--- src/rtl/spi_dac_seq.sv ---
// Multi-channel SPI DAC writer: latches one sample per channel and sends one {cmd,data}
// frame per enabled channel, each under its own nCS, then an optional shared nLDAC strobe.
module spi_dac_seq #(
    parameter int NCH     = 2,
    parameter int DATA_W  = 12,
    parameter int CMD_W   = 4,
    parameter int CLK_DIV = 2,
    parameter int CS_GAP  = 2,
    parameter int LDAC_EN = 1,
    parameter int LDAC_W  = 2
) (
    input  logic                    ICLK,
    input  logic                    RST,
    input  logic [NCH*DATA_W-1:0]   DAT,
    input  logic [NCH*CMD_W-1:0]    CMD,
    input  logic [NCH-1:0]          CH_EN,
    input  logic                    VALID,
    output logic                    READY,
    output logic                    SCK,
    output logic                    nCS,
    output logic                    SDI,
    output logic                    nLDAC,
    output logic                    BUSY
);

    localparam int FRAME_W = CMD_W + DATA_W;
    localparam int CH_W    = (NCH > 1) ? $clog2(NCH) : 1;
    // One extra index bit so "no channel left" (== NCH) never aliases channel 0
    localparam int IDX_W   = CH_W + 1;
    localparam int CNT_MAX = (CLK_DIV > CS_GAP) ? ((CLK_DIV > LDAC_W) ? CLK_DIV : LDAC_W)
                                                : ((CS_GAP > LDAC_W) ? CS_GAP : LDAC_W);
    localparam int CNT_W   = $clog2(CNT_MAX + 1);
    localparam int BIT_W   = $clog2(FRAME_W + 1);

    typedef enum logic [2:0] {
        S_IDLE  = 3'd0,
        S_SETUP = 3'd1,
        S_SHIFT = 3'd2,
        S_GAP   = 3'd3,
        S_LDAC  = 3'd4,
        S_EMPTY = 3'd5
    } state_t;

    state_t                  state_r, state_s;
    logic [CNT_W-1:0]        cnt_r, cnt_s;
    logic [BIT_W-1:0]        bit_r, bit_s;
    logic [IDX_W-1:0]        ch_r, ch_s;
    logic [FRAME_W-1:0]      shreg_r, shreg_s;
    logic [NCH*DATA_W-1:0]   dat_r, dat_s;
    logic [NCH*CMD_W-1:0]    cmd_r, cmd_s;
    logic [NCH-1:0]          en_r, en_s;
    logic                    ready_r, ready_s;
    logic                    busy_r;
    logic                    sck_r, sck_s;
    logic                    ncs_r, ncs_s;
    logic                    sdi_r, sdi_s;
    logic                    nldac_r, nldac_s;

    logic [IDX_W-1:0]        first_idx_s, next_idx_s;
    logic [FRAME_W-1:0]      first_frame_s, next_frame_s;

    // Lowest enabled channel index at or above 'from'; NCH when none remains
    function automatic logic [IDX_W-1:0] find_en(input logic [NCH-1:0] en,
                                                 input logic [IDX_W-1:0] from);
        logic [IDX_W-1:0] r;
        r = IDX_W'(NCH);
        for (int i = NCH - 1; i >= 0; i--) begin
            r = (en[i] && (IDX_W'(i) >= from)) ? IDX_W'(i) : r;
        end
        return r;
    endfunction

    function automatic logic [FRAME_W-1:0] frame_of(input logic [NCH*DATA_W-1:0] dat,
                                                    input logic [NCH*CMD_W-1:0]  cmd,
                                                    input logic [IDX_W-1:0]      k);
        logic [FRAME_W-1:0] f;
        f = FRAME_W'(0);
        for (int i = 0; i < NCH; i++) begin
            f = (IDX_W'(i) == k) ? {cmd[i*CMD_W +: CMD_W], dat[i*DATA_W +: DATA_W]} : f;
        end
        return f;
    endfunction

    // The first frame is built straight from the inputs so SETUP starts on the accept edge
    assign first_idx_s   = find_en(CH_EN, IDX_W'(0));
    assign first_frame_s = frame_of(DAT, CMD, first_idx_s);
    assign next_idx_s    = find_en(en_r, ch_r + IDX_W'(1));
    assign next_frame_s  = frame_of(dat_r, cmd_r, next_idx_s);

    // Next-state and next-output logic for the frame sequencer
    always_comb begin
        state_s = state_r;
        cnt_s   = cnt_r;
        bit_s   = bit_r;
        ch_s    = ch_r;
        shreg_s = shreg_r;
        dat_s   = dat_r;
        cmd_s   = cmd_r;
        en_s    = en_r;
        ready_s = ready_r;
        sck_s   = sck_r;
        ncs_s   = ncs_r;
        sdi_s   = sdi_r;
        nldac_s = nldac_r;
        case (state_r)
            S_IDLE: begin
                if (VALID == 1'b1) begin
                    dat_s   = DAT;
                    cmd_s   = CMD;
                    en_s    = CH_EN;
                    ready_s = 1'b0;
                    cnt_s   = CNT_W'(0);
                    if (first_idx_s < IDX_W'(NCH)) begin
                        state_s = S_SETUP;
                        ch_s    = first_idx_s;
                        shreg_s = first_frame_s;
                        sdi_s   = first_frame_s[FRAME_W-1];
                        ncs_s   = 1'b0;
                    end else begin
                        state_s = S_EMPTY;
                    end
                end else begin
                    ready_s = 1'b1;
                end
            end
            S_SETUP: begin
                if (cnt_r == CNT_W'(CLK_DIV - 1)) begin
                    state_s = S_SHIFT;
                    cnt_s   = CNT_W'(0);
                    bit_s   = BIT_W'(0);
                    sck_s   = 1'b1;
                end else begin
                    cnt_s = cnt_r + CNT_W'(1);
                end
            end
            S_SHIFT: begin
                if (cnt_r != CNT_W'(CLK_DIV - 1)) begin
                    cnt_s = cnt_r + CNT_W'(1);
                end else begin
                    cnt_s = CNT_W'(0);
                    if (sck_r == 1'b1) begin
                        // Falling edge: present the next bit (zero after the last one)
                        sck_s   = 1'b0;
                        shreg_s = {shreg_r[FRAME_W-2:0], 1'b0};
                        sdi_s   = shreg_r[FRAME_W-2];
                    end else if (bit_r == BIT_W'(FRAME_W - 1)) begin
                        state_s = S_GAP;
                        ncs_s   = 1'b1;
                        sdi_s   = 1'b0;
                    end else begin
                        sck_s = 1'b1;
                        bit_s = bit_r + BIT_W'(1);
                    end
                end
            end
            S_GAP: begin
                if (cnt_r != CNT_W'(CS_GAP - 1)) begin
                    cnt_s = cnt_r + CNT_W'(1);
                end else begin
                    cnt_s = CNT_W'(0);
                    if (next_idx_s < IDX_W'(NCH)) begin
                        state_s = S_SETUP;
                        ch_s    = next_idx_s;
                        shreg_s = next_frame_s;
                        sdi_s   = next_frame_s[FRAME_W-1];
                        ncs_s   = 1'b0;
                    end else if (LDAC_EN != 0) begin
                        state_s = S_LDAC;
                        nldac_s = 1'b0;
                    end else begin
                        state_s = S_IDLE;
                        ready_s = 1'b1;
                    end
                end
            end
            S_LDAC: begin
                if (cnt_r != CNT_W'(LDAC_W - 1)) begin
                    cnt_s = cnt_r + CNT_W'(1);
                end else begin
                    cnt_s   = CNT_W'(0);
                    nldac_s = 1'b1;
                    state_s = S_IDLE;
                    ready_s = 1'b1;
                end
            end
            S_EMPTY: begin
                state_s = S_IDLE;
                ready_s = 1'b1;
            end
            default: begin
                state_s = S_IDLE;
                ready_s = 1'b1;
                sck_s   = 1'b0;
                ncs_s   = 1'b1;
                sdi_s   = 1'b0;
                nldac_s = 1'b1;
            end
        endcase
    end

    // State, latched sample and registered pin drivers
    always_ff @(posedge ICLK or posedge RST) begin
        if (RST) begin
            state_r <= S_IDLE;
            cnt_r   <= CNT_W'(0);
            bit_r   <= BIT_W'(0);
            ch_r    <= IDX_W'(0);
            shreg_r <= FRAME_W'(0);
            dat_r   <= (NCH*DATA_W)'(0);
            cmd_r   <= (NCH*CMD_W)'(0);
            en_r    <= NCH'(0);
            ready_r <= 1'b1;
            busy_r  <= 1'b0;
            sck_r   <= 1'b0;
            ncs_r   <= 1'b1;
            sdi_r   <= 1'b0;
            nldac_r <= 1'b1;
        end else begin
            state_r <= state_s;
            cnt_r   <= cnt_s;
            bit_r   <= bit_s;
            ch_r    <= ch_s;
            shreg_r <= shreg_s;
            dat_r   <= dat_s;
            cmd_r   <= cmd_s;
            en_r    <= en_s;
            ready_r <= ready_s;
            busy_r  <= ~ready_s;
            sck_r   <= sck_s;
            ncs_r   <= ncs_s;
            sdi_r   <= sdi_s;
            nldac_r <= nldac_s;
        end
    end

    assign READY = ready_r;
    assign BUSY  = busy_r;
    assign SCK   = sck_r;
    assign nCS   = ncs_r;
    assign SDI   = sdi_r;
    assign nLDAC = nldac_r;

endmodule

--- config.mk ---
export PLATFORM = sky130hd
export DESIGN_NAME = spi_dac_seq
export DESIGN_NICKNAME = d
export VERILOG_FILES = /design/src/rtl/spi_dac_seq.sv
export SDC_FILE = /design/constraint.sdc
export NUM_CORES = 1
export LEC_CHECK = 0
export BUFFER_PORTS_ARGS = -buffer_cell sky130_fd_sc_hd__buf_2
export CAP_MARGIN = 25
export CORE_UTILIZATION = 55
export DETAILED_ROUTE_END_ITERATION = 16
export PLACE_DENSITY = 0.72
export SLEW_MARGIN = 20
export SYNTH_ARGS = -nofsm -noshare
export SYNTH_HDL_FRONTEND = slang
export SYNTH_SLANG_ARGS = --single-unit
--- constraint.sdc ---
create_clock -name ICLK -period 6.4 [get_ports ICLK]
set_clock_uncertainty 0.05 [all_clocks]
set_input_delay 0.64 -clock ICLK [delete_from_list [all_inputs] [get_ports ICLK]]
set_output_delay 0.64 -clock ICLK [all_outputs]
set_load 0.03 [all_outputs]
After elaboration in Yosys (flattened, before gate mapping)
Index checks and enable logic that the tools add are counted.

storage, ports and cells
  word-level logic and storage cells = 139
  register bits = 67

cells by class
  order comparisons = 4
  bitwise logic cells = 4
  add/sub/neg operators = 3
  mux-type cells = 67
  reduce and logical (&&, ||, !) cells = 24
  eq/ne operators = 23

operator list
  cell                   count
  $mux W15               6
  $mux W16               4
  $pmux W15 S3           1
  $mux W3                9
  $ne A2 B2 Y1 const B   12
  $mux W1                23
  $mux W2                11
  $reduce_and A7 Y1      3
  $mux W5                4
  $pmux W3 S5            1
  $pmux W5 S2            1
  $reduce_and A5 Y1      2
  $pmux W1 S3            3
  $reduce_or A3 Y1       3
  $pmux W1 S4            2
  $reduce_and A8 Y1      1
  $reduce_or A4 Y1       2
  $eq A3 B2 Y1 const B   2
  $eq A3 B3 Y1 const B   2
  $pmux W2 S3            1
  $reduce_bool A3 Y1     2
  $add A5 B1 Y5 const B  1
  $eq A5 B4 Y1 const B   1
  $add A2 B1 Y2 const B  2
  other kinds (16)       26

Depth between registers and ports, before layout
  depth after elaboration = 11
  mapped depth = 8

Worst setup path after synthesis
Ideal clock, no wire load.

  path type = register -> register
  start = register bit_r[0]
  end = register bit_r[3]
  path slack = 4.305 ns
  clock period less this slack = 2.095 ns
  arrival = 1.976 ns
  required time = 6.281 ns
  path buffers = 0
  stages on the path, launching flop included = 9
  cell sequence = dfrtp_1 ha_1 and3_1 ha_1 nor3_2 mux2_2 nand2_1 or4_1 nand3_1

on the way
  cells in the longest elaborated chain, start to end = 5
  elaborated cells between the ends (all ways) = 8
  those cells by class = add/sub: 1; eq/ne: 2; mux: 4; reduce/logical: 1

RTL lines
  what                      RTL line  text
  start: declaration        46        logic [BIT_W-1:0] bit_r, bit_s;
  start signal: assignment  221       bit_r <= bit_s;
  $add A5 B1 Y5             152       bit_s = bit_r + BIT_W'(1);
  $mux W5                   146       end else if (bit_r == BIT_W'(FRAME_W - 1)) begin
  $mux W5                   141       if (sck_r == 1'b1) begin
  $mux W5                   137       if (cnt_r != CNT_W'(CLK_DIV - 1)) begin
  $pmux W5 S2               105       case (state_r)

Parallel ways exist; a longest one is shown, timed or not. The select of a mux whose other input is x is not followed.
A chain may end at the register's enable or synchronous reset.

Worst setup path after layout
  start = register state_r[0]
  end = register shreg_r[8]

on the way
  cells in the longest elaborated chain, start to end = 3
  elaborated cells between the ends (all ways) = 12
  those cells by class = eq/ne: 8; mux: 1; reduce/logical: 3

RTL lines
  what                                                                        RTL line  text
  start: declaration                                                          44        state_t state_r, state_s;
  start signal: assignment                                                    219       state_r <= state_s;
  $eq A3 B2 Y1 / $logic_not A3 Y1 (equally long branches)                     105
  $ne A2 B2 Y1 (no source line) / $reduce_bool A3 Y1 (equally long branches)  -
  $reduce_and A7 Y1 (no source line)                                          -
  end signal: assignment                                                      223       shreg_r <= shreg_s;
  end: declaration                                                            48        logic [FRAME_W-1:0] shreg_r, shreg_s;

Parallel ways exist; a longest one is shown, timed or not.

==> impl_results.md <==
- Post-synthesis cell area: approximately 3500 um^2
- Post-synth EDFFs: 0
- Total GRT Usage: roughly a quarter
- Routed WL per cell: about 15 um
- Max H-tree Level: 3
- Status: finished clean
- Nets: approximately 490
- # resized after CTS: 0
- Die Area: 6750 um^2
- DRC: 0
- Synth top area share: between 40% and 50%
- Relative slew margins: 32.5%
- First-pass GRT wire length: between 10000 and 15000 um
- Pleak: between 1.5 and 2 nW
- Worst Max-Slew Pin Slew: a little over 1000 ps
- Worst-path clk slew: ~70 ps
- Placed cells: a little over 500
- Final instance area: 3940 um^2
- Setup TNS: 0 ps
- Yosys warnings: 0
- Area grow syn2layout: 11.4%
- Largest net degree at the start of global routing: roughly 70
- DP Wirelength: about 5000 um
- Leading post-synthesis cells by cell area: dfrtp_1, nand2_1, a221oi_1
- Antenna violations before repair: 0
- CP Cell Sequence: buf_4 > or4b_4 > o22ai_4 > o21ai_2 > buf_4 > nand2_1 > o21ai_2
- Seq/Total Area, Yosys: 47.5%
- FP Rows: 28
- Hold slack: 426 ps
- I/O Buffers: 42
- Hold_buf cts: 0
- Non-filler cells, final: 527
- Setup bufs post-CTS: 0
- Drt pass-1 iters: 5
- Max-slew violation count: 0
- Cell variety after synth: between 40 and 50
- CTS Buf Count: 9
- Fillers: 496
- Hold path startpoint: shreg_r[12]
- Gpl congestion: approximately 0.78
- Starting Density: about three fifths
- Critical path peak fanout: 45
- Die Height: roughly 80 um
- Worst reg2reg startpoint: state_r[0]
- Mapped Cells: between 400 and 500
- Cell taking the most area after synthesis: dfrtp_1
- Number of I/O pins: 43
- Vias: 2981
- Critical path startpoint: state_r[0]
- Drt initial violations: 180
- Synth async-reset ratio: 100%
- Mapped Nets: 455
- Critical Setup Path Class: register to register
- Wirelength, routed: between 7000 and 8000 um
- Layout cell share with drive strength beyond 1: 18.1%
- Power Density: between 400 and 500 nW/um^2
- Main flop type after synthesis: dfrtp_1
- CP arrival: between 2000 and 3000 ps
- Tmin final: roughly 2300 ps
- Yosys reg bits: 67
- CTS Buffer Depth: 2
- CTS tree: yes
- Tightest Hold Check Type: register to register
- Mean Syn Cell Area: roughly 8.5 um^2
- CTS Sinks: 67
- Clk_lat worst skew: about 340 ps
- Fmax: approximately 430 MHz
- CP max-delay cell: or4b_4
- Width of the die: between 80 and 90 um
- Core Area: between 6000 and 7000 um^2
- GRT overflow: 0
- Final hold vios: 0
- Placed instance area: 3740 um^2
- DR vias/cell: 5.66
- Part of the cycle the worst path needs: approximately 37%
- Maximum Capacitance Violations: 0
- Crit end category: register
- Root buffer cell: clkbuf_8
- Unrepaired setup endpoints after global routing: false
- CP Launch Type: register
- Number of setup violations in the final report: 0
- Detail Route Antenna Nets: 0
- Crit-path max cell delay: 810 ps
- Ant diodes: 0
- Worst EP required: between 6000 and 7000 ps
- Maximum vdd drop: about 0.00026 V
- Number of global-route vias before repair: ~2.7k
## power breakdown
part	switching [W]	internal (W)	total, W
Sequential	0.000134	0.000611	0.000744
Combinational	0.000531	0.000306	0.000836
Clock	0.000153	0.000201	0.000354
## cell usage in the layout (no fill, tap or decap), types with 7 or more instances in the layout
master / netlist / final
nand2_1: 147 / 147
dfrtp_1: 64 / 64
buf_2: 2 / 42
nor2_1: 18 / 18
a221oi_1: 18 / 18
inv_1: 18 / 17
a21oi_1: 12 / 12
o22ai_1: 12 / 12
a22oi_1: 11 / 11
o21ai_2: 11 / 11
clkbuf_8: 0 / 11
nand2b_1: 9 / 9
o21ai_0: 8 / 8
o21ai_1: 7 / 7
## area by class of cell
type / count / area (um^2) / share of cell area [%]
clock buffers: 14 / 163 / 4.13
flip-flops and latches: 67 / 1680 / 42.6
repair buffers: 48 / 255 / 6.48
inverters: 18 / 67.6 / 1.71
well taps: 75 / 93.8 / 2.38
multi-input cells: 303 / 1650 / 41.8
clock inverters: 2 / 35.0 / 0.889
## per-stage QoR
step | util, % | total power (W) | worst slack [ps]
CTS | 65.0 | 0.00194 | 4050
floorplan | - | 0.00143 | 4030
finish | 65.0 | 0.00193 | 4060
global placement | 61.7 | 0.00156 | 4030
detailed placement | 61.7 | 0.00159 | 3950
global route | 65.0 | 0.00209 | 3900
## critical path, delay by kind of cell, from the launching register on
kind	cells	cell delay (ps)
simple gates	2	940
buf+inv	2	510
flops	1	360
compound gates	3	330
## registers in the layout (all words and copies together) (netlist names)
name and cells:
nCS 1, ch_r 2, bit_r 5, BUSY 1, cmd_r 8, nLDAC 1, dat_r 24, SDI 1
shreg_r 15, en_r 2, READY 1, SCK 1, state_r 3, cnt_r 2
## cells in the mapped netlist, types with 2 or more instances
cell      count
nand3_1       4
nand2b_1      9
inv_1        18
o21a_1        2
o31ai_1       3
xor2_1        2
a221oi_1     18
nor2_1       18
ha_1          3
o21ai_0       8
dfrtp_1      64
buf_2         2
buf_6         5
nand2_1     147
o211a_1       2
nor3_1        2
a21oi_1      12
nor2b_1       5
a22oi_1      11
nand3b_1      4
and3_1        2
a31oi_1       3
a21o_1        2
o22ai_1      12
dfstp_2       3
o21ai_1       7
clkbuf_1     18
o21ai_2      11
## logic make-up after synthesis
family | share of synthesized area (%)
and+or+nand+nor | 24.2
AOI/OAI and AO/OA | 19.8
DFF | 47.5
buffers and inverters | 6.02
muxes | 0.920
adders and majority gates | 1.06
xor gates and xnor gates | 0.495
## path summary, 6_finish.rpt
kind                            depth (start not counted)  slack (ps)     endpoint
min in group asynchronous                               3         490     cnt_r[1]
worst max register to register                          7        4060   shreg_r[8]
worst min register to register                          2         430  shreg_r[12]
max in group asynchronous                               3        5260     cmd_r[4]
worst max-delay path                                    7        4060   shreg_r[8]
worst min-delay path                                    2         430  shreg_r[12]
## routing by layer
metal	up-vias	global-route usage (%)	share of wire, %
li1	1487	-	-
met1	1378	35.2	48
met2	104	38.2	45
met3	12	4.62	6.1
met4	0	11.4	1.5
met5	-	0	0
Power figures use the tool's default switching activity.
